===== config.mk =====
export PLATFORM = sky130hd
export DESIGN_NAME = spi_dac_nch
export DESIGN_NICKNAME = d
export VERILOG_FILES = /design/src/rtl/spi_dac_nch.sv
export SDC_FILE = /design/constraint.sdc
export NUM_CORES = 1
export LEC_CHECK = 0
export ABC_AREA = 1
export CAP_MARGIN = 5
export CELL_PAD_IN_SITES_DETAIL_PLACEMENT = 0
export CELL_PAD_IN_SITES_GLOBAL_PLACEMENT = 2
export CORE_ASPECT_RATIO = 1.2
export CORE_MARGIN = 8
export CORE_UTILIZATION = 37
export CTS_BUF_LIST = sky130_fd_sc_hd__clkbuf_2
export DETAILED_ROUTE_END_ITERATION = 7
export PLACE_DENSITY_LB_ADDON = 0.1
export SLEW_MARGIN = 20
export SYNTH_ARGS = -nofsm -noshare
export SYNTH_HDL_FRONTEND = slang
export SYNTH_SLANG_ARGS = --single-unit
export TNS_END_PERCENT = 100

===== constraint.sdc =====
create_clock -name clk_i -period 4.15 [get_ports clk_i]
set_input_delay 1.245 -clock clk_i [delete_from_list [all_inputs] [get_ports clk_i]]
set_output_delay 1.245 -clock clk_i [all_outputs]
set_load 0.1 [all_outputs]

===== src/rtl/spi_dac_nch.sv =====
// N-channel SPI mode-0 DAC sequencer: per-channel frame registers, ascending-index
// sweeps of enabled channels, optional LDAC pulse after each sweep.
module spi_dac_nch #(
  parameter int NCH     = 4,
  parameter int FW      = 16,
  parameter int KMAX    = 7,
  parameter int CS_GAP  = 4,
  parameter int LDAC_EN = 1
) (
  input  logic           clk_i,
  input  logic           rst_i,
  input  logic           wr_i,
  input  logic [2:0]     wr_ch_i,
  input  logic [FW-1:0]  wr_data_i,
  input  logic [NCH-1:0] ch_en_i,
  input  logic           start_i,
  input  logic           cont_i,
  output logic           mosi_o,
  output logic           sck_o,
  output logic           cs_o,
  output logic           ldac_o,
  output logic           busy_o,
  output logic           eod_o
);

  // state | meaning
  // IDLE  | waiting for start_i / cont_i
  // LOAD  | capture lowest pending channel's frame
  // SHIFT | clock out frame, CS low
  // GAP   | CS high between frames
  // LDAC  | ldac_o low pulse
  // DONE  | eod_o pulse, back to IDLE
  typedef enum logic [2:0] {S_IDLE, S_LOAD, S_SHIFT, S_GAP, S_LDAC, S_DONE} state_t;

  localparam int DW = (KMAX > 0) ? $clog2(KMAX + 1) : 1;
  localparam int BW = $clog2(FW);
  localparam int GW = (CS_GAP > 1) ? $clog2(CS_GAP) : 1;
  localparam logic [DW-1:0] DIV_TC = DW'(KMAX);
  localparam logic [BW-1:0] BIT_TC = BW'(FW - 1);
  localparam logic [GW-1:0] GAP_TC = GW'(CS_GAP - 1);

  state_t         state_q, state_d;
  logic [NCH-1:0] mask_q, mask_d;
  logic [FW-1:0]  shreg_q, shreg_d;
  logic [DW-1:0]  div_q, div_d;
  logic [BW-1:0]  bit_q, bit_d;
  logic [GW-1:0]  gap_q, gap_d;
  logic           sck_q, sck_d, cs_q, cs_d, mosi_q, mosi_d, ldac_q, ldac_d;
  logic [FW-1:0]  frame_q [NCH];
  logic [FW-1:0]  cap;
  logic [NCH-1:0] clr;

  always_ff @(posedge clk_i or posedge rst_i) begin
    if (rst_i) begin
      for (int i = 0; i < NCH; i++) frame_q[i] <= '0;
    end else if (wr_i) begin
      for (int i = 0; i < NCH; i++)
        if (wr_ch_i == 3'(i)) frame_q[i] <= wr_data_i;
    end
  end

  // Descending scan so the lowest pending channel wins.
  always_comb begin
    cap = '0;
    clr = '0;
    for (int i = NCH - 1; i >= 0; i--) begin
      if (mask_q[i]) begin
        cap    = frame_q[i];
        clr    = '0;
        clr[i] = 1'b1;
      end
    end
  end

  always_comb begin
    state_d = state_q;
    mask_d  = mask_q;
    shreg_d = shreg_q;
    div_d   = div_q;
    bit_d   = bit_q;
    gap_d   = gap_q;
    sck_d   = sck_q;
    cs_d    = cs_q;
    mosi_d  = mosi_q;
    ldac_d  = ldac_q;
    case (state_q)
      S_IDLE: begin
        if (start_i || cont_i) begin
          mask_d  = ch_en_i;
          state_d = (ch_en_i == '0) ? S_DONE : S_LOAD;
        end
      end
      S_LOAD: begin
        shreg_d = cap;
        mask_d  = mask_q & ~clr;
        cs_d    = 1'b0;
        sck_d   = 1'b0;
        mosi_d  = cap[FW-1];
        div_d   = DIV_TC;
        bit_d   = BIT_TC;
        state_d = S_SHIFT;
      end
      S_SHIFT: begin
        if (div_q != '0) begin
          div_d = div_q - 1'b1;
        end else begin
          div_d = DIV_TC;
          if (!sck_q) begin
            sck_d = 1'b1;
          end else if (bit_q != '0) begin
            sck_d   = 1'b0;
            bit_d   = bit_q - 1'b1;
            shreg_d = shreg_q << 1;
            mosi_d  = shreg_q[FW-2];
          end else begin
            sck_d   = 1'b0;
            cs_d    = 1'b1;
            mosi_d  = 1'b0;
            gap_d   = GAP_TC;
            state_d = (CS_GAP == 1 && mask_q != '0) ? S_LOAD : S_GAP;
          end
        end
      end
      S_GAP: begin
        // The LOAD cycle counts as the last CS-high cycle when another frame follows.
        if ((mask_q != '0) && (gap_q <= GW'(1))) begin
          state_d = S_LOAD;
        end else if (gap_q == '0) begin
          if (LDAC_EN != 0) begin
            ldac_d  = 1'b0;
            div_d   = DIV_TC;
            state_d = S_LDAC;
          end else begin
            state_d = S_DONE;
          end
        end else begin
          gap_d = gap_q - 1'b1;
        end
      end
      S_LDAC: begin
        if (div_q == '0) begin
          ldac_d  = 1'b1;
          state_d = S_DONE;
        end else begin
          div_d = div_q - 1'b1;
        end
      end
      S_DONE:  state_d = S_IDLE;
      default: state_d = S_IDLE;
    endcase
  end

  always_ff @(posedge clk_i or posedge rst_i) begin
    if (rst_i) begin
      state_q <= S_IDLE;
      mask_q  <= '0;
      shreg_q <= '0;
      div_q   <= '0;
      bit_q   <= '0;
      gap_q   <= '0;
      sck_q   <= 1'b0;
      cs_q    <= 1'b1;
      mosi_q  <= 1'b0;
      ldac_q  <= 1'b1;
    end else begin
      state_q <= state_d;
      mask_q  <= mask_d;
      shreg_q <= shreg_d;
      div_q   <= div_d;
      bit_q   <= bit_d;
      gap_q   <= gap_d;
      sck_q   <= sck_d;
      cs_q    <= cs_d;
      mosi_q  <= mosi_d;
      ldac_q  <= ldac_d;
    end
  end

  assign mosi_o = mosi_q;
  assign sck_o  = sck_q;
  assign cs_o   = cs_q;
  assign ldac_o = ldac_q;
  assign busy_o = (state_q != S_IDLE);
  assign eod_o  = (state_q == S_DONE);

endmodule


==> impl_metrics.tcl <==
set metrics [dict create \
    post_cts_buffers 0 \
    die_w_um 122 \
    fin_ws_ns 0.638 \
    slew_headroom_pct 35.3 \
    grt_max_degree 55 \
    clock-sinks 99 \
    portBuffers 33 \
    swShare_pct 43.6 \
    finClkSkew_ns 0.0376 \
    pwr-share-seq_pct 40.9 \
    syn_area_per_cell_um2 8.01 \
    p_comb_share_pct 42.4 \
    wl_per_cell_um 14.6 \
    cp_slowest_cell "clkdlybuf4s50_1" \
    viasPerCell 4.92 \
    clock.fmax_mhz 285 \
    cts.clk_slew.worst_paths_ns 0.28 \
    dp_cells 802 \
    setup_viol 0 \
    syn_nets 651 \
    yosys_warnings 0 \
    finalMaxSlewViolations 0 \
    rows 46 \
    vdd_drop_max_mv 0.433 \
    period_share_pct 84.6 \
    dr.pass1.iters 5 \
    initial_core_util_pct 37.7 \
    final_util_pct 42.6 \
    rsz0062_at_grt "false" \
    yosysUniqueCellTypes 34 \
    vias 4027 \
    cts_tree "yes" \
    ys_seq_area_share_pct 50.1 \
    cts_resized 0 \
    required_ns 2.90 \
    grt_pass1_wl_um 20100 \
    clock_latency_ns 0.56 \
    overflow 0 \
    final.setup.tns_ns 0 \
    synth_area_leaders "dfrtp_1 49%, nand2_1 17%, o21ai_0 7.2%, nand3_1 4.4%, inv_1 3.3%" \
    p_switching_mw 1.54 \
    fillers 1384 \
    fin_crit_ns 3.51 \
    grt_usage_pct 14.7 \
    hp-class "flop to flop" \
    cp_num_buf_inv 1 \
    startpoint_type "flop" \
    whs_ns 0.488 \
    power.total_mw 3.53 \
    area_growth_pct 12.8 \
    dpl_worst_slack_ns 1.26 \
    drv_cap 0 \
    route.detailed.drc 0 \
    dieArea_um2 17400 \
    synth-seq-cells 99 \
    power_density_nw_per_um2 632 \
    power.share.clock_pct 16.7 \
    tightest_slew_ns 0.967 \
    synth_cells 618 \
    cts_made_buffers 9 \
    mostFrequentLayoutCell "nand2_1" \
    antenna_found_initial 1 \
    synth_top_area_share_pct 49.0 \
    cellLeakagePower_nw 2.81 \
    arrival_ns 2.27 \
    hold_violations 0 \
    die_height_um 143 \
    intPower_mw 1.99 \
    grt_pass1_vias 3933 \
    status "finished clean" \
    path_class "flop to output pin" \
    io_pins 34 \
    drive_gt1_share_pct 11.1 \
    post-route-cell-area_um2 5580 \
    postPlaceCellArea_um2 5420 \
    syn_area_um2 4950 \
    place_congestion 0.737 \
    setup.worst_path.end_class "output pin" \
    clock_path_buffers 2 \
    root_buffer "clkbuf_2" \
    core_um2 13100 \
    synth_top_area_cell "dfrtp_1" \
    finalNonFillerCells 818 \
    final_cell_mix "221 x nand2_1, 97 x dfrtp_1, 71 x o21ai_0" \
    fin_nets 678 \
    cpPeakStageDelay_ns 1.12 \
    ant_nets 0 \
    wirelength_um 11900 \
    hold_buffers 0 \
    dp_hpwl_um 8120 \
    crit_chain "clkdlybuf4s50_1" \
    drtIter0Drc 189 \
    path_delay_family "buffers and inverters" \
    htree_levels 3 \
    crit_fanout 2 \
]
## worst register-to-register path: stages (launching register included)
cell and delay [ns]:
dfrtp_1 0.63, inv_1 0.57, nand2_1 0.43, nor2_1 0.19, nor2_1 0.06, nand2_1 0.12, nand2_1 0.06, nand2_1 0.06
nand2_1 0.05
## area by class of cell
type | instances | area (µm²) | share of cell area [%]
diodes | 1 | 2.50 | 0.0448
well taps | 168 | 210 | 3.76
repair buffers | 39 | 383 | 6.86
clock inverters | 6 | 114 | 2.04
inverters | 48 | 185 | 3.32
multi-input cells | 448 | 2160 | 38.8
flip-flops and latches | 99 | 2480 | 44.4
clock buffers | 9 | 45.0 | 0.807
## routing by layer
metal / global-route usage [%] / wire length [µm] / share of wire [%] / vias to the layer above
met5: 0 / 0 / 0 / -
met4: 4.88 / 146 / 1.2 / 0
met3: 3.08 / 546 / 4.6 / 11
met2: 23.7 / 5800 / 49 / 89
met1: 19.1 / 5460 / 46 / 1902
li1: - / - / - / 2025
## flip-flops by register name, summed over array words and instances (netlist names)
signal / flops
ldac_o: 1
bit_q: 4
state_q: 3
cs_o: 1
frame_q: 64
div_q: 3
shreg_q: 15
gap_q: 2
mask_q: 4
sck_o: 1
mosi_o: 1
## synth_stat cells
master / number
nand2_1: 221
dfrtp_1: 97
o21ai_0: 71
inv_1: 44
nand3_1: 44
nor2_1: 34
clkbuf_1: 15
or2_2: 15
a21oi_1: 12
nand3_2: 8
nand2_2: 6
nand3b_1: 6
buf_2: 5
ha_1: 5
nand2_4: 3
nand2_8: 3
nand4_1: 3
o21ai_2: 3
a31oi_1: 2
buf_6: 2
dfstp_2: 2
inv_2: 2
nor2_4: 2
nor3_1: 2
o21ai_1: 2
a22o_2: 1
buf_12: 1
clkinv_1: 1
inv_4: 1
nor2_2: 1
nor2_8: 1
o21a_1: 1
o22ai_1: 1
xor2_1: 1
## cells by family (layout without fill, tap and decap cells)
kind of cell    Yosys count  count (layout)  synth area share (%)
compound gates           93              93                  9.86
xor+xnor                  1               1                 0.177
fa+ha+maj                 5               5                  1.26
buf+inv                  71             102                  6.19
flops                    99              99                  50.1
other cells               0               1                     0
simple gates            349             349                  32.4
## path summary, 6_finish.rpt
check | start | to | slack (ns) | depth (start not counted)
hold reg to reg | ldac_o | ldac_o | 0.49 | 2
hold / removal | ldac_o | ldac_o | 0.49 | 2
setup reg to reg | mask_q[0] | shreg_q[13] | 1.91 | 8
max in group asynchronous | rst_i | cs_o | 2.29 | 3
min in group asynchronous | rst_i | gap_q[1] | 1.10 | 2
setup / recovery | ldac_o | ldac_o | 0.64 | 1
## power groups by stage
stage / clock network, mW / logic (mW) / registers [mW]
after floorplan: 0 / 1.17 / 1.46
after detailed placement: 0 / 1.52 / 1.46
final: 0.589 / 1.50 / 1.44
after global placement: 0 / 1.51 / 1.46
after global routing: 0.650 / 1.72 / 1.48
after CTS: 0.616 / 1.52 / 1.44
(Power assumes the default switching activity.)
